--- src/rtl/maxpool_layer.sv ---
// maxpool_layer: streaming 2x2 / stride-2 max-pool between the conv layer and
// the next layer's input buffer. One line buffer of IMG_DIM/2 entries per
// channel holds the horizontal maxima of the even row; the odd row combines
// with it and emits one pooled pixel per 2x2 window, one cycle after the beat.
// Optional build macro POOL_RELU_EN: clamp negative pooled values to zero.

// Per-channel datapath: horizontal pair register, line buffer, vertical max.
module maxpool_lane #(
  parameter int DATA_SIZE = 8,
  parameter int OUT_DIM   = 13,
  parameter int LB_AW     = 4
) (
  input  logic                 clk,
  input  logic                 hreg_we,
  input  logic                 lb_we,
  input  logic [LB_AW-1:0]     lb_idx,
  input  logic [DATA_SIZE-1:0] din,
  output logic [DATA_SIZE-1:0] pool
);
  logic signed [DATA_SIZE-1:0] hreg, h, lb_rd, mx;
  logic signed [DATA_SIZE-1:0] linebuf [OUT_DIM];

  // Even column parks its pixel; even row stores the horizontal max per pair.
  always_ff @(posedge clk) begin
    if (hreg_we) hreg <= din;
    if (lb_we)   linebuf[lb_idx] <= h;
  end

  // Signed horizontal max of the pair, then vertical max against the line buffer.
  always_comb begin
    h     = ($signed(din) > hreg) ? $signed(din) : hreg;
    lb_rd = linebuf[lb_idx];
    mx    = (lb_rd > h) ? lb_rd : h;
  end

  // Optional clamp of negative results; same cycle, no extra latency.
  always_comb begin
`ifdef POOL_RELU_EN
    pool = mx[DATA_SIZE-1] ? '0 : mx;
`else
    pool = mx;
`endif
  end
endmodule

module maxpool_layer #(
  parameter int DATA_SIZE = 8,
  parameter int IMG_DIM   = 26,
  parameter int CHANNELS  = 4
) (
  input  logic                                clk,
  input  logic                                rst,
  input  logic [CHANNELS-1:0]                 i_we,
  input  logic [CHANNELS-1:0][DATA_SIZE-1:0]  i_data,
  input  logic                                i_start,
  output logic                                o_ready,
  input  logic                                i_next_ready,
  output logic [CHANNELS-1:0][DATA_SIZE-1:0]  o_next_data,
  output logic [CHANNELS-1:0]                 o_next_we,
  output logic                                o_next_start
);
  localparam int OUT_DIM   = IMG_DIM / 2;
  localparam int CNT_WIDTH = $clog2(IMG_DIM);
  localparam int LB_AW     = (OUT_DIM > 1) ? $clog2(OUT_DIM) : 1;
  localparam logic [CNT_WIDTH-1:0] LAST = CNT_WIDTH'(IMG_DIM - 1);

  typedef enum logic [1:0] {IDLE, RUN, FLUSH} state_t;

  state_t                              state, next_state;
  logic [CNT_WIDTH-1:0]                col, row;
  logic [LB_AW-1:0]                    lb_idx;
  logic [CHANNELS-1:0][DATA_SIZE-1:0]  pool;
  logic                                beat, load, start_set;
  logic                                unused_ok;

  // Only bit 0 of the write-enable vector qualifies a beat.
  assign unused_ok = &{1'b0, i_we};

  // A beat that coincides with i_start is dropped along with the partial frame.
  assign beat   = i_we[0] && o_ready && !i_start;
  assign load   = beat && col[0] && row[0];
  assign lb_idx = LB_AW'(col >> 1);

  for (genvar g = 0; g < CHANNELS; g++) begin : g_lane
    maxpool_lane #(
      .DATA_SIZE (DATA_SIZE),
      .OUT_DIM   (OUT_DIM),
      .LB_AW     (LB_AW)
    ) u_lane (
      .clk     (clk),
      .hreg_we (beat && !col[0]),
      .lb_we   (beat && col[0] && !row[0]),
      .lb_idx  (lb_idx),
      .din     (i_data[g]),
      .pool    (pool[g])
    );
  end

  // State register.
  always_ff @(posedge clk) begin
    if (rst) state <= IDLE;
    else     state <= next_state;
  end

  // Next state: start a frame on the first beat, drain on i_start.
  always_comb begin
    next_state = state;
    unique case (state)
      IDLE:    if (!i_start && beat) next_state = RUN;
      RUN:     if (i_start) next_state = FLUSH;
      FLUSH:   if (!o_next_we[0] || i_next_ready) next_state = IDLE;
      default: next_state = IDLE;
    endcase
  end

  // FSM outputs: upstream ready and the end-of-frame pulse request.
  always_comb begin
    o_ready   = (state != FLUSH) && (i_next_ready || !o_next_we[0]);
    start_set = ((state == IDLE) && i_start) ||
                ((state == FLUSH) && (!o_next_we[0] || i_next_ready));
  end

  // Raster counters; odd trailing column/row simply never reach an odd/odd slot.
  always_ff @(posedge clk) begin
    if (rst) begin
      col <= '0;
      row <= '0;
    end else if (i_start && state != FLUSH) begin
      col <= '0;
      row <= '0;
    end else if (beat) begin
      if (col == LAST) begin
        col <= '0;
        row <= (row == LAST) ? '0 : row + 1'b1;
      end else begin
        col <= col + 1'b1;
      end
    end
  end

  // Output register: load a new window (even while one is being taken), else
  // drop the valid once the downstream takes it.
  always_ff @(posedge clk) begin
    if (rst) begin
      o_next_data  <= '0;
      o_next_we    <= '0;
      o_next_start <= 1'b0;
    end else begin
      o_next_start <= start_set;
      if (load) begin
        o_next_data <= pool;
        o_next_we   <= '1;
      end else if (i_next_ready) begin
        o_next_we   <= '0;
      end
    end
  end
endmodule

--- config.mk ---
export PLATFORM = sky130hd
export DESIGN_NAME = maxpool_layer
export DESIGN_NICKNAME = d
export VERILOG_FILES = /design/src/rtl/maxpool_layer.sv
export SDC_FILE = /design/constraint.sdc
export NUM_CORES = 1
export LEC_CHECK = 0
export CAP_MARGIN = 20
export CORE_ASPECT_RATIO = 0.75
export CORE_MARGIN = 10
export CORE_UTILIZATION = 40
export CTS_CLUSTER_DIAMETER = 80
export DETAILED_ROUTE_END_ITERATION = 8
export REMOVE_ABC_BUFFERS = 1
export SYNTH_ARGS = -nofsm -noshare
export SYNTH_HDL_FRONTEND = slang
export SYNTH_SLANG_ARGS = --single-unit
--- constraint.sdc ---
create_clock -name clk -period 16.57 [get_ports clk]
set_input_delay 4.1425 -clock clk [delete_from_list [all_inputs] [get_ports clk]]
set_output_delay 4.1425 -clock clk [all_outputs]
set_load 0.005 [all_outputs]
==> flow_summary.ini <==
[outcome]
status = finished, final reports clean

[timing]
setup_slack_ns = 6.77
tightest_slew_ns = 1.03
fmax_ghz = 0.102
rsz0062_at_grt = no
period_share = 0.591
relSlewSlack = 0.304
clock_skew_ns = 0.0192
holdWs_ns = 0.479
tns_ns = 0
finalCriticalPeriod_ns = 9.80
slew_violations = 0
timing.final.hold_violations = 0
setup_violations = 0

[yosys]
synth.distinct_cells = 63
yosys_register_bits = 498
syn-cell-area_um2 = 20900
synth_area_per_cell_um2 = 17.9
synth_async_sr_flop_share = 0
synth_cells = 1167
synth_warnings = 0
ys_seq_area_frac = 0.692
ys.flop_type = edfxtp_1
synth_edf_count = 448

[power_and_ir_drop]
intPower_w = 0.00207
ir_worst_vdd_v = 0.0000737
p_sw_frac = 0.216
p_comb_frac = 0.058
p_sw_w = 0.000570
p_per_area_nw_per_um2 = 109
power_leakage_nw = 7.92
pwr-share-clk = 0.411
power_frac_seq = 0.531

[grt]
grt_max_degree = 55
grtUsageTotal = 0.148
overflow = 0
grt_util_met1 = 0.213
grt_first_pass_wirelength_um = 70800
grt_use_met3 = 0.0223
grt_pass1_vias = 11200
antenna_found_initial = 0
grt_use_met2 = 0.238
busiest_layer = met2

[setup_path]
reg2reg_to = o_next_data[16]
end_kind = primary output
worst-path-max-fanout = 8
crit_path_start_kind = primary input
regToRegSetupSlack_ns = 11.61
required_ns = 12.43
crit_start = i_next_ready
r2r_cells = 12
cp.arrival_ns = 5.65
crit_type = in -> out

[detailed_routing]
ant_nets = 0
via_per_inst = 5.45
drt_pass1_iterations = 5
drc = 0
wl_per_cell_um = 23.1
vias = 11000
wirelength_um = 46300
drtIter0Drc = 844

[floorplan]
boundaryPins = 78
core_region_area_um2 = 51600
die_x_um = 284
initial_utilization = 0.405
die_y_um = 218
rows = 72
die_area_um2 = 61900

[min_path]
hold_end = o_next_data[14]
min-delay-start = o_next_data[14]
hold_depth = 2
hold_path_class = reg -> reg

[clock_network]
root_buffer = clkbuf_16
cts.sinks = 498
cts_tree = yes
cts_resized = 0
cts_setup_buffers = 0
clock_latency_ns = 0.57
htreeDepth = 2
cts.clk_slew.worst_paths_ns = 0.06
ctsHoldBuffers = 0
clk_path_buf_depth = 3
cts_inserted_buffers = 49

[cells_and_area]
fin_cells = 2009
drive_gt1_frac = 0.195
layout_common_cells = edfxtp_1, mux4_2, inv_1
n_fill_cell = 4342
final_common_cell = edfxtp_1
diodes = 0
synthToLayoutAreaGrowth_pct = 15.5
nNetsFinal = 1373

[placed_design]
dp_hpwl_um = 26200
place_inst = 1916
portBuffers = 74
gp_congestion = 0.764
dpl_worst_slack_ns = 6.77

[run]
maxCapViolations = 0
[power groups by stage]
stage	Sequential, W	Combinational, W	Clock [W]
floorplan	0.00143	0.000101	0
global placement	0.00143	0.000148	0
detailed placement	0.00143	0.000154	0
CTS	0.00140	0.000154	0.00111
global route	0.00140	0.000173	0.00117
finish	0.00140	0.000153	0.00109
[kinds of logic after synthesis]
group | count (synthesis) | synth area share
AO/OA/AOI/OAI | 158 | 0.0530
XOR/XNOR | 7 | 0.00294
adder cells (fa/ha/maj) | 68 | 0.0407
buffers and inverters | 130 | 0.0270
flip-flops | 498 | 0.692
multiplexers | 163 | 0.147
AND/OR/NAND/NOR | 143 | 0.0372
[metrics by stage]
stage	cell area (um^2)	total power (W)	utilization
global route	24100	0.00274	0.468
CTS	24100	0.00267	0.467
floorplan	20600	0.00153	-
finish	24100	0.00264	0.468
global placement	22500	0.00158	0.436
detailed placement	22500	0.00158	0.437
[worst max-delay path by stage]
| stage | to | slack, ns |
|---|---|---|
| floorplan | g_lane[0].u_lane.linebuf[0][0] | 7.70 |
| global placement | o_ready | 6.77 |
| detailed placement | o_ready | 6.77 |
| CTS | o_ready | 6.76 |
| global route | o_ready | 6.68 |
| finish | o_ready | 6.77 |
[Yosys cell counts (10+ instances only)]
master,number,share of area
mux4_2,115,0.12
a211oi_1,14,0.0050
edfxtp_1,448,0.64
ha_1,68,0.041
mux2i_1,45,0.022
dfxtp_1,50,0.048
a22oi_1,16,0.0058
a21oi_1,33,0.0079
nor2b_1,22,0.0066
nand2_1,18,0.0032
a21o_1,10,0.0036
inv_1,79,0.014
nand3_1,12,0.0029
nand4_1,13,0.0039
o21ai_0,22,0.0053
nor2_1,42,0.0075
clkbuf_1,25,0.0045
buf_2,15,0.0036
[flip-flops by register name, summed over array words and instances, names as in the netlist, named ones only]
name,flops
col,5
g_lane.u_lane.hreg,32
g_lane.u_lane.linebuf,416
o_next_data,32
o_next_start,1
o_next_we,1
row,5
state,2
[critical path, cell delays in order]
cell	delay [ns]
clkdlybuf4s50_1	0.40
nor2b_1	0.54
nor2_1	0.10
clkdlybuf4s50_1	0.47
[metal layers]
metal / vias to the layer above / part of all wire
met5: - / 0
met4: 0 / 0.013
met3: 56 / 0.041
met2: 229 / 0.47
met1: 5762 / 0.47
li1: 4905 / -
[area by class of cell]
class	count	area, um^2	area share
Tap cell	703	880	0.0364
Sequential cell	498	14500	0.599
Clock inverter	35	260	0.0108
Multi-Input combinational cell	539	5970	0.248
Clock buffer	57	1320	0.0546
Inverter	79	297	0.0123
Timing Repair Buffer	98	941	0.0390
No activity file was read; power rests on OpenSTA's default activity.
